===== src/rtl/uart_pkg.sv =====
`default_nettype none
// +----------------------------------------------------------------------------+
// | Module   : uart_pkg                                                         |
// | Purpose  : Shared UART constants, divisor helper and RX state encoding.     |
// | Revision : 1.0 - initial release                                            |
// +----------------------------------------------------------------------------+
package uart_pkg;

    localparam int          DATA_BITS   = 8;
    localparam int          OVERSAMPLE  = 16;
    localparam int          c_DIV_W     = 10;

    localparam int unsigned c_BAUD_9600   = 9600;
    localparam int unsigned c_BAUD_19200  = 19200;
    localparam int unsigned c_BAUD_57600  = 57600;
    localparam int unsigned c_BAUD_115200 = 115200;

    // Rounded divisor; yields 651/326/109/54 at 100 MHz and 326/163/54/27 at 50 MHz.
    function automatic int unsigned div_round(input int unsigned clk_hz,
                                              input int unsigned baud);
        int unsigned w_den;
        w_den = baud * OVERSAMPLE;
        return (clk_hz + w_den / 2) / w_den;
    endfunction

    typedef enum logic [1:0] {
        ST_IDLE  = 2'd0,
        ST_START = 2'd1,
        ST_DATA  = 2'd2,
        ST_STOP  = 2'd3
    } rx_state_t;

endpackage
`default_nettype wire


===== src/rtl/uart_receiver_if.sv =====
`default_nettype none
// +----------------------------------------------------------------------------+
// | Module   : uart_receiver_if                                                 |
// | Purpose  : CPU-side receive register bus of the UART receiver.             |
// | Revision : 1.0 - initial release                                            |
// +----------------------------------------------------------------------------+
interface uart_receiver_if;
    logic        read_enable;
    logic [31:0] RCREG;
    logic        RCIF;
    logic        OERR;
    logic        FERR;

    modport master (output read_enable, input RCREG, RCIF, OERR, FERR);
    modport slave  (input read_enable, output RCREG, RCIF, OERR, FERR);
endinterface
`default_nettype wire


===== src/rtl/uart_rx_tick_gen.sv =====
`default_nettype none
// +----------------------------------------------------------------------------+
// | Module   : uart_rx_tick_gen                                                 |
// | Purpose  : 16x oversampling tick from baud select and clock-mode select.   |
// | Revision : 1.0 - initial release                                            |
// +----------------------------------------------------------------------------+
module uart_rx_tick_gen
    import uart_pkg::*;
#(
    parameter int unsigned CLK_HZ = 100_000_000
) (
    input  logic       clk,
    input  logic       reset,
    input  logic       i_en_50mhz,
    input  logic [1:0] i_baud_sel,
    input  logic       i_clr,
    output logic       o_tick
);

    localparam int unsigned          c_HZ_HALF = CLK_HZ / 2;
    localparam logic [c_DIV_W-1:0]   c_ONE     = c_DIV_W'(1);

    logic [c_DIV_W-1:0] w_div;
    logic [c_DIV_W-1:0] r_cnt;
    logic [2:0]         r_cfg;
    logic               w_cfg_chg;

    always_comb begin
        w_div = c_ONE;
        case ({i_en_50mhz, i_baud_sel})
            3'b000:  w_div = c_DIV_W'(div_round(CLK_HZ,    c_BAUD_9600));
            3'b001:  w_div = c_DIV_W'(div_round(CLK_HZ,    c_BAUD_19200));
            3'b010:  w_div = c_DIV_W'(div_round(CLK_HZ,    c_BAUD_57600));
            3'b011:  w_div = c_DIV_W'(div_round(CLK_HZ,    c_BAUD_115200));
            3'b100:  w_div = c_DIV_W'(div_round(c_HZ_HALF, c_BAUD_9600));
            3'b101:  w_div = c_DIV_W'(div_round(c_HZ_HALF, c_BAUD_19200));
            3'b110:  w_div = c_DIV_W'(div_round(c_HZ_HALF, c_BAUD_57600));
            default: w_div = c_DIV_W'(div_round(c_HZ_HALF, c_BAUD_115200));
        endcase
    end

    assign w_cfg_chg = (r_cfg != {i_en_50mhz, i_baud_sel});
    assign o_tick    = (r_cnt >= (w_div - c_ONE));

    // A rate change restarts the phase so the new divisor never sees a stale count.
    always_ff @(posedge clk or negedge reset) begin
        if (!reset) begin
            r_cnt <= '0;
            r_cfg <= '0;
        end else begin
            r_cfg <= {i_en_50mhz, i_baud_sel};
            if (i_clr || w_cfg_chg || o_tick)
                r_cnt <= '0;
            else
                r_cnt <= r_cnt + c_ONE;
        end
    end

endmodule
`default_nettype wire


===== src/rtl/uart_receiver.sv =====
`default_nettype none
// +----------------------------------------------------------------------------+
// | Module   : uart_receiver                                                    |
// | Purpose  : 8N1 UART receiver with 16x oversampling and 2-entry RX FIFO.    |
// | Revision : 1.0 - initial release                                            |
// +----------------------------------------------------------------------------+
module uart_receiver
    import uart_pkg::*;
#(
    parameter int unsigned CLK_HZ = 100_000_000
) (
    input  logic            clk,
    input  logic            reset,
    input  logic            EN_50MHz,
    input  logic [1:0]      baud_sel,
    input  logic            SPEN,
    input  logic            CREN,
    input  logic            RX,
    uart_receiver_if.slave  bus
);

    localparam logic [3:0] c_SC_MID  = 4'd8;
    localparam logic [3:0] c_SC_VOTE = 4'd9;
    localparam logic [3:0] c_SC_LAST = 4'(OVERSAMPLE - 1);
    localparam logic [2:0] c_BIT_LAST = 3'(DATA_BITS - 1);

    logic                 r_rx_meta, r_rx_sync, r_rx_prev;
    rx_state_t            r_state, w_nxt;
    logic [3:0]           r_sc;
    logic [2:0]           r_bit_cnt;
    logic [1:0]           r_samp;
    logic [DATA_BITS-1:0] r_shift;
    logic [8:0]           r_ent0, r_ent1;
    logic                 r_vld0, r_vld1, r_oerr;

    logic w_tick, w_clr, w_bit_en, w_push_req, w_enable, w_fall, w_maj;
    logic w_pop, w_push, w_ovr;
    logic [8:0] w_entry;

    uart_rx_tick_gen #(.CLK_HZ(CLK_HZ)) u_tick_gen (
        .clk        (clk),
        .reset      (reset),
        .i_en_50mhz (EN_50MHz),
        .i_baud_sel (baud_sel),
        .i_clr      (w_clr),
        .o_tick     (w_tick)
    );

    always_ff @(posedge clk or negedge reset) begin
        if (!reset) begin
            r_rx_meta <= 1'b1;
            r_rx_sync <= 1'b1;
            r_rx_prev <= 1'b1;
        end else begin
            r_rx_meta <= RX;
            r_rx_sync <= r_rx_meta;
            r_rx_prev <= r_rx_sync;
        end
    end

    assign w_enable = SPEN && CREN;
    assign w_fall   = r_rx_prev && !r_rx_sync;
    // Two stored samples plus the current one give the 3-sample vote.
    assign w_maj    = (r_samp[1] & r_samp[0]) | (r_samp[1] & r_rx_sync) | (r_samp[0] & r_rx_sync);
    assign w_entry  = {~w_maj, r_shift};

    always_ff @(posedge clk or negedge reset) begin
        if (!reset)
            r_state <= ST_IDLE;
        else
            r_state <= w_nxt;
    end

    // START spans the whole start bit so every DATA period begins at sc=0.
    always_comb begin
        w_nxt      = r_state;
        w_clr      = 1'b0;
        w_bit_en   = 1'b0;
        w_push_req = 1'b0;
        if (!w_enable) begin
            w_nxt = ST_IDLE;
        end else begin
            case (r_state)
                ST_IDLE: begin
                    if (w_fall) begin
                        w_nxt = ST_START;
                        w_clr = 1'b1;
                    end
                end
                ST_START: begin
                    if (w_tick) begin
                        if (r_sc == c_SC_MID && r_rx_sync)
                            w_nxt = ST_IDLE;
                        else if (r_sc == c_SC_LAST)
                            w_nxt = ST_DATA;
                    end
                end
                ST_DATA: begin
                    if (w_tick) begin
                        w_bit_en = (r_sc == c_SC_VOTE);
                        if (r_sc == c_SC_LAST && r_bit_cnt == c_BIT_LAST)
                            w_nxt = ST_STOP;
                    end
                end
                ST_STOP: begin
                    if (w_tick && r_sc == c_SC_MID) begin
                        w_nxt      = ST_IDLE;
                        w_push_req = 1'b1;
                    end
                end
                default: w_nxt = ST_IDLE;
            endcase
        end
    end

    always_ff @(posedge clk or negedge reset) begin
        if (!reset) begin
            r_sc      <= '0;
            r_bit_cnt <= '0;
            r_samp    <= 2'b11;
            r_shift   <= '0;
        end else begin
            if (w_clr) begin
                r_sc      <= '0;
                r_bit_cnt <= '0;
            end else if (w_tick && r_state != ST_IDLE) begin
                r_sc   <= r_sc + 4'd1;
                r_samp <= {r_samp[0], r_rx_sync};
                if (r_state == ST_DATA && r_sc == c_SC_LAST)
                    r_bit_cnt <= r_bit_cnt + 3'd1;
            end
            if (w_bit_en)
                r_shift <= {w_maj, r_shift[DATA_BITS-1:1]};
        end
    end

    assign w_pop  = bus.read_enable && r_vld0;
    assign w_push = w_push_req && !r_oerr && (!r_vld1 || w_pop);
    assign w_ovr  = w_push_req && !r_oerr && r_vld1 && !w_pop;

    // Head entry is kept at zero while empty so the outputs are plain register taps.
    always_ff @(posedge clk or negedge reset) begin
        if (!reset) begin
            r_ent0 <= '0;
            r_ent1 <= '0;
            r_vld0 <= 1'b0;
            r_vld1 <= 1'b0;
        end else if (!SPEN) begin
            r_ent0 <= '0;
            r_ent1 <= '0;
            r_vld0 <= 1'b0;
            r_vld1 <= 1'b0;
        end else if (w_pop) begin
            if (w_push && r_vld1) begin
                r_ent0 <= r_ent1;
                r_ent1 <= w_entry;
            end else if (w_push) begin
                r_ent0 <= w_entry;
            end else begin
                r_ent0 <= r_vld1 ? r_ent1 : 9'd0;
                r_vld0 <= r_vld1;
                r_ent1 <= '0;
                r_vld1 <= 1'b0;
            end
        end else if (w_push) begin
            if (!r_vld0) begin
                r_ent0 <= w_entry;
                r_vld0 <= 1'b1;
            end else begin
                r_ent1 <= w_entry;
                r_vld1 <= 1'b1;
            end
        end
    end

    always_ff @(posedge clk or negedge reset) begin
        if (!reset)
            r_oerr <= 1'b0;
        else if (!w_enable)
            r_oerr <= 1'b0;
        else if (w_ovr)
            r_oerr <= 1'b1;
    end

    assign bus.RCREG = {23'b0, r_ent0};
    assign bus.RCIF  = r_vld0;
    assign bus.FERR  = r_ent0[8];
    assign bus.OERR  = r_oerr;

endmodule
`default_nettype wire

===== src/flat_wrapper.sv =====
// flat-port wrapper written by rule: the top's interface ports become plain ports
module uart_receiver_flat import uart_pkg::*;
#(
    parameter int unsigned CLK_HZ = 100_000_000
)
  (clk, reset, EN_50MHz, baud_sel, SPEN, CREN, RX, bus_read_enable, bus_RCREG, bus_RCIF, bus_OERR, bus_FERR);
  uart_receiver_if bus_i ();
  input  logic clk;
  input  logic reset;
  input  logic EN_50MHz;
  input  logic [1:0] baud_sel;
  input  logic SPEN;
  input  logic CREN;
  input  logic RX;
  input wire logic [$bits(bus_i.read_enable)-1:0] bus_read_enable;
  output wire logic [$bits(bus_i.RCREG)-1:0] bus_RCREG;
  output wire logic [$bits(bus_i.RCIF)-1:0] bus_RCIF;
  output wire logic [$bits(bus_i.OERR)-1:0] bus_OERR;
  output wire logic [$bits(bus_i.FERR)-1:0] bus_FERR;
  assign bus_i.read_enable = bus_read_enable;
  assign bus_RCREG = bus_i.RCREG;
  assign bus_RCIF = bus_i.RCIF;
  assign bus_OERR = bus_i.OERR;
  assign bus_FERR = bus_i.FERR;
  uart_receiver #(.CLK_HZ(CLK_HZ)) u_core (.clk(clk), .reset(reset), .EN_50MHz(EN_50MHz), .baud_sel(baud_sel), .SPEN(SPEN), .CREN(CREN), .RX(RX), .bus(bus_i));
endmodule

===== config.mk =====
export PLATFORM = sky130hd
export DESIGN_NAME = uart_receiver_flat
export DESIGN_NICKNAME = d
export VERILOG_FILES = /design/src/rtl/uart_pkg.sv /design/src/rtl/uart_receiver_if.sv /design/src/rtl/uart_rx_tick_gen.sv /design/src/rtl/uart_receiver.sv /design/src/flat_wrapper.sv
export SDC_FILE = /design/constraint.sdc
export NUM_CORES = 1
export LEC_CHECK = 0
export CAP_MARGIN = 5
export CORE_MARGIN = 2
export CORE_UTILIZATION = 53
export DETAILED_ROUTE_END_ITERATION = 12
export HOLD_SLACK_MARGIN = 0.08
export PLACE_DENSITY_LB_ADDON = 0.05
export SYNTH_ARGS = -nofsm -noshare
export SYNTH_HDL_FRONTEND = slang
export SYNTH_SLANG_ARGS = --single-unit

===== constraint.sdc =====
create_clock -name clk -period 5.93 [get_ports clk]
set_input_delay 1.186 -clock clk [delete_from_list [all_inputs] [get_ports clk]]
set_output_delay 1.186 -clock clk [all_outputs]
set_load 0.02 [all_outputs]

Word level (Yosys, flattened, before mapping)
Index checks and enable logic that the tools add are counted.
Operators by class
  $add $sub $neg: 4
  $lt $le $gt $ge: 1
  equal/unequal tests: 27
  mux-type cells: 51
  bitwise gates (word level): 7
  reduce and logical (&&, ||, !) cells: 34
Operators by type and width (count)
  two-way mux 9 bit: 13
  case mux 10 bit (5 select lines): 1
  inequality test 3 bit, second input constant: 8
  two-way mux 1 bit: 22
  two-way mux 2 bit: 8
  logical AND 1 bit: 13
  == test 3 bit, second input constant: 4
  == test 4 bit, second input constant: 3
  adder 10 x 1 -> 10 bit, second input constant: 1
  greater-or-equal comparator 10 bit: 1
  two-way mux 10 bit: 1
  subtractor 10 x 1 -> 10 bit, second input constant: 1
  two-way mux 3 bit: 3
  two-way mux 4 bit: 2
  inequality test 4 bit, second input constant: 2
  case mux 2 bit (4 select lines): 1
  == test 3 x 2 -> 1 bit, second input constant: 2
  inequality test 3 x 1 -> 1 bit, second input constant: 2
  AND reduction 2 bit: 3
  AND reduction 3 bit: 2
  AND reduction 6 bit: 1
  nonzero test 2 bit: 3
  adder 4 x 1 -> 4 bit, second input constant: 1
  == test 2 bit, second input constant: 2
  other kinds (14): 24
Word-level totals
  register bits after elaboration: 56

Longest topological paths before layout
  depth in word-level cells: 15
  mapped depth: 13

Modules after synthesis
Synthesis repeated with hierarchy kept, for this count alone.
Second synthesis, totals
  cells, all modules: 339
  area, all modules: 3368.2 sq um
Modules (own cells, without submodules)
  uart_receiver: instances 1, cells an instance 240, area each 2399.8 sq um
  uart_rx_tick_gen: instances 1, cells an instance 99, area each 968.4 sq um

Worst setup path before layout
No wires, ideal clock.
  path kind: in2reg
  from: input baud_sel[0]
  to: register u_core.r_ent0[0]
  data arrival time: 3.843 ns
  required time: 5.804 ns
  path slack: 1.961 ns
  cell stages on the path: 13
  cell sequence: clkbuf_1 -> xor2_1 -> ha_1 -> a21o_1 -> a22oi_1 -> ha_1 -> a41oi_1 -> a211o_1 -> buf_6 -> a21o_1 -> o31a_1 -> buf_6 -> a221o_1
On the way
  cells in the longest elaborated chain, start to end: 15
  elaborated cells on any way between the ends: 25
Ends and longest elaborated chain
  start: declaration: RTL line flat_wrapper.sv:11  | input logic [1:0] baud_sel;
  == test 3 bit, or another cell as far along: RTL line uart_rx_tick_gen.sv:30  | case ({i_en_50mhz, i_baud_sel})
  OR reduction 2 bit (no source line)
  case mux 10 bit (5 select lines) (*): RTL line uart_rx_tick_gen.sv:30
  subtractor 10 x 1 -> 10 bit (*): RTL line uart_rx_tick_gen.sv:43  | assign o_tick = (r_cnt >= (w_div - c_ONE));
  greater-or-equal comparator 10 bit (*): RTL line uart_rx_tick_gen.sv:43
  logical AND 1 bit (*): RTL line uart_receiver.sv:106  | if (w_tick && r_sc == c_SC_MID) begin
  two-way mux 1 bit (*): RTL line uart_receiver.sv:106
  two-way mux 1 bit (*): RTL line uart_receiver.sv:83  | case (r_state)
  two-way mux 1 bit (*): RTL line uart_receiver.sv:80  | if (!w_enable) begin
  logical AND 1 bit (*) (2 in a row): RTL line uart_receiver.sv:138  | assign w_push = w_push_req && !r_oerr && (!r_vld1 || w_pop);
  two-way mux 9 bit / logical AND 1 bit (equally long branches): RTL line uart_receiver.sv:157, uart_receiver.sv:154
  two-way mux 9 bit: RTL line uart_receiver.sv:154  | if (w_push && r_vld1) begin
  two-way mux 9 bit: RTL line uart_receiver.sv:153  | end else if (w_pop) begin
  two-way mux 9 bit: RTL line uart_receiver.sv:148  | end else if (!SPEN) begin
  end signal: assignment: RTL line uart_receiver.sv:155  | r_ent0 <= r_ent1;
  end signal: assignment: RTL line uart_receiver.sv:158  | r_ent0 <= w_entry;
  end signal: assignment: RTL line uart_receiver.sv:160  | r_ent0 <= r_vld1 ? r_ent1 : 9'd0;
  end: declaration: RTL line uart_receiver.sv:33  | logic [8:0] r_ent0, r_ent1;
Every way passes the cells marked *; elsewhere a longest branch is shown, timed or not.
A chain may end at the register's enable or synchronous reset.

Worst setup path after layout
  from: input baud_sel[0]
  to: register u_core.r_ent0[6]
Same word-level chain as after synthesis.

==> results.txt <==
----------------------------------------------------
[Synth]
  Count of yosys warnings during synthesis ... 0
  Compound-gate portion of the synthesized area ... 12.7%
  Summed instance area of the synthesized netlist ... 3120 µm²
  Synth Register Bits ... 56
  Simple logic cell fraction of the synthesized area ... 13.1%
  Mean cell area of the mapped netlist ... 10.2 µm²
  Share of async-settable or async-resettable flops after synthesis ... 100%
  Arithmetic-cell share of the synthesized area counting full adders, half adders and majority gates ... 7.13%
  Dominant combinational cell family by area after synthesis ... simple AND/OR/NAND/NOR gates
  Number of different library cells in the post-synthesis netlist ... 52
  Multiplexer share of the synthesized area ... 7.41%
  Gate count after technology mapping ... 307
  Sequential area share after synthesis ... 45.1%
  Number of synthesized flops with an enable pin ... 0
  Main flop type after synthesis ... sky130_fd_sc_hd__dfrtp_1
  Share of the synthesized netlist area taken by xor and xnor gates ... 4.21%

[Power and ir drop]
  NetSw ... 0.178 mW
  Power share of the combinational group ... 10.0%
  Switching share of total power ... 26.6%
  Clock power frac ... 31.6%
  Peak supply drop ... 0.000160 V
  Leakage power figure ... 1.52 nW
  PwrDens ... 199 nW/µm²
  Part of the total power dissipated in sequential elements ... 58.4%
  Post-layout total power ... 0.670 mW
  Internal portion of total power ... 0.492 mW

[CTS]
  Post-CTS setup-driven buffer insertion count ... 0
  Clock insertion delay at the later pin of the skew report ... 0.31 ns
  Clk sink count ... 56
  Clock buffer count from CTS ... 5
  H-tree levels ... 2
  CTS Root Buffer Type ... sky130_fd_sc_hd__clkbuf_8
  Maximum root-to-sink buffer count ... 2
  Clock-pin slew on the worst setup and hold paths ... 0.10 ns
  Clock tree from TritonCTS ... done
  Quantity of hold-fixing buffers added after cts ... 0
  Post-cts repair resize count ... 0

[GRT]
  Initial antenna violation count ... 0
  Wire length of the first global-routing pass ... 9580 µm
  GRT Overall Usage ... 19.0%
  Maximum number of pins on one net before global-route repair ... 57
  Met2 global-route usage ... 30.2%
  Number of global-route vias before repair ... 1998
  GRT overflow ... 0
  Busiest grt layer ... met2
  Met3 demand-to-capacity share in global routing ... 4.44%
  Met1 track demand over resource ... 25.9%

[STA]
  Minimum clock period after layout ... 4.30 ns
  Count of final max-slew check failures ... 0
  Final Hold Fails ... 0
  Clock skew ... 0.0147 ns
  Worst Tran Pin Value ... 0.847 ns
  Final TNS setup ... 0 ns
  Final period util ... 72.5%
  Setup repair after global routing missed its margin ... no
  Headroom to the max-slew limit ... 43.3%
  Total setup violations reported at the end of the flow ... 0
  Highest clock rate ... 233 MHz

[Cells and area]
  Number of antenna repair diodes ... 0
  NumNets Final ... 349
  Syn-to-layout area delta ... 7.57%
  Final Instance Count excl. Fillers ... 396
  Post-route cell area ... 3360 µm²
  Filler Cells Inserted ... 513
  Leading cell types in the layout, fill and taps excluded ... sky130_fd_sc_hd__dfrtp_1, sky130_fd_sc_hd__conb_1, sky130_fd_sc_hd__inv_1, sky130_fd_sc_hd__nand2_1, sky130_fd_sc_hd__o21ai_0
  Most frequent standard cell in the layout excluding fill and tap cells ... sky130_fd_sc_hd__dfrtp_1
  Final core occ ... 59.9%
  Share of post-route cells with drive strength above 1 ... 9.26%

[Floorplanning]
  # IOs ... 44
  Placement Rows ... 27
  Horiz. Die Dim ... 80.8 µm
  Die extent in y ... 80.8 µm
  Die Footprint ... 6520 µm²
  Effective utilization at floorplan ... 55.7%
  Area of the core ... 5610 µm²

[Place]
  Count of port buffers added during placement ... 20
  Gpl congestion ... 0.820
  DP Wirelength ... 3940 µm
  Placed inst area ... 3270 µm²
  Total placed cells including tap cells ... 388

[Critical path]
  Endpoint required time on the critical path ... 6.13 ns
  Largest stage delay on the critical path ... 0.71 ns
  Crit path max-delay family ... compound AO/OA/AOI/OAI gates
  CP Capture Type ... flip-flop
  Critical path class ... in -> reg
  Crit path cell chain ... clkdlybuf4s50_1 -> xor2_1 -> ha_1 -> a21o_1 -> a22oi_1 -> ha_1 -> a41oi_1 -> a211o_1 -> a21o_1 -> o31a_1 -> a221o_1
  Critical-path maximum fanout ... 12
  WP data arrival ... 4.50 ns
  Startpoint type of the worst setup path ... input pin
  Worst path slowest cell ... sky130_fd_sc_hd__clkdlybuf4s50_1
  Critical path buffer and inverter count ... 1

[Detailed routing]
  Avg WL per Cell ... 14.0 µm
  Detailed-routing iteration count for the pre-antenna-repair pass ... 4
  Total number of vias ... 2109
  Starting DRT DRC Count ... 92
  Total wire length ... 5550 µm
  Detailed-route DRC error count ... 0
  Post-detailed-route count of antenna-violating nets ... 0
  Vias per cell ... 5.33

[Min path]
  Class of the tightest hold or removal check ... reg -> reg

[Status]
  Outcome ... finished, final reports clean

[Run]
  Maximum Capacitance Violations ... 0

----------------------------------------------------
-- worst paths after layout --
check / start / endpoint / slack (ns) / cells past startpoint
setup / recovery: baud_sel[0] / u_core.r_ent0[6] / 1.63 / 11
hold / removal: u_core.r_rx_meta / u_core.r_rx_sync / 0.36 / 0
setup reg to reg: u_core.u_tick_gen.r_cnt[7] / u_core.r_shift[3] / 3.44 / 7
hold reg to reg: u_core.r_rx_meta / u_core.r_rx_sync / 0.36 / 0
max in group asynchronous: reset / u_core.r_sc[2] / 4.46 / 2
min in group asynchronous: reset / u_core.r_ent1[0] / 1.00 / 2
-- worst register-to-register path, cell delays in order (launching register included) --
cell,delay [ns]
sky130_fd_sc_hd__dfrtp_1,0.44
sky130_fd_sc_hd__ha_1,0.33
sky130_fd_sc_hd__a211oi_1,0.21
sky130_fd_sc_hd__nor2_1,0.09
sky130_fd_sc_hd__nor3_2,0.41
sky130_fd_sc_hd__a21oi_1,0.19
sky130_fd_sc_hd__nand2_1,0.33
sky130_fd_sc_hd__mux2_2,0.38
-- synthesized netlist by cell type, drive strengths merged (2+ instances only) --
library cell  count  share of area [%]
nand2            21                2.6
o21a              2               0.48
xor2             12                3.4
a21oi             7                1.1
a21o              4               0.96
inv              21                2.5
o21ai            20                3.2
nand4             3               0.60
dfstp             5                4.2
a211oi            4               0.96
nand3b            2               0.48
a221o             8                2.6
or3               3               0.60
nand3            11                1.8
buf              28                6.8
nor3             12                2.4
nor3b             2               0.48
nor2             17                2.0
ha               17                6.8
mux2i            13                4.2
dfrtp            51                 41
xnor2             3               0.84
clkbuf            7               0.84
mux2              9                3.2
a31oi             2               0.40
-- metal layers --
layer	wire length, µm	part of all wire [%]
met1	2660	48
met4	70	1.3
met5	0	0
met3	247	4.5
met2	2570	46
-- cell type report --
cell class / count / area, µm² / area share [%]
Clock buffer: 5 / 68.8 / 2.05
Tap cell: 72 / 90.1 / 2.68
Clock inverter: 3 / 23.8 / 0.708
Timing Repair Buffer: 22 / 210 / 6.26
Sequential cell: 56 / 1410 / 41.9
Inverter: 22 / 82.6 / 2.46
Multi-Input combinational cell: 216 / 1480 / 43.9
-- cell families after synthesis --
family                   Yosys count
XOR/XNOR                          15
multiplexers                      22
AO/OA/AOI/OAI                     58
flip-flops                        56
other                              1
buffers and inverters             57
adder cells (fa/ha/maj)           18
AND/OR/NAND/NOR                   80
-- sequential cells by signal (all words and copies together) (netlist names) --
name and cells:
u_core.r_ent1 9, u_core.r_samp 2, u_core.r_rx_meta 1, u_core.r_rx_sync 1, u_core.r_vld1 1, u_core.r_shift 8, u_core.u_tick_gen.r_cfg 3, u_core.r_rx_prev 1
u_core.r_sc 4, u_core.r_bit_cnt 3, u_core.r_ent0 9, u_core.u_tick_gen.r_cnt 10, u_core.bus.OERR 1, u_core.r_state 2, u_core.bus.RCIF 1
-- metrics by stage --
stage | hold WS (ns) | setup slack (ns)
2_1_floorplan | 0.345 | 1.96
3_3_place_gp | 0.346 | 1.38
3_5_place_dp | 0.347 | 1.29
4_1_cts | 0.362 | 1.62
5_1_grt | 0.365 | 1.33
6_report | 0.361 | 1.63
-- power by group through the flow --
stage          clock [mW]  combinational [mW]  sequential [mW]
6_report            0.211              0.0672            0.391
5_1_grt             0.241              0.0767            0.392
4_1_cts             0.222              0.0682            0.391
3_5_place_dp            0              0.0679            0.398
3_3_place_gp            0              0.0670            0.398
2_1_floorplan           0              0.0562            0.398
No activity file was read; power rests on OpenSTA's default activity.
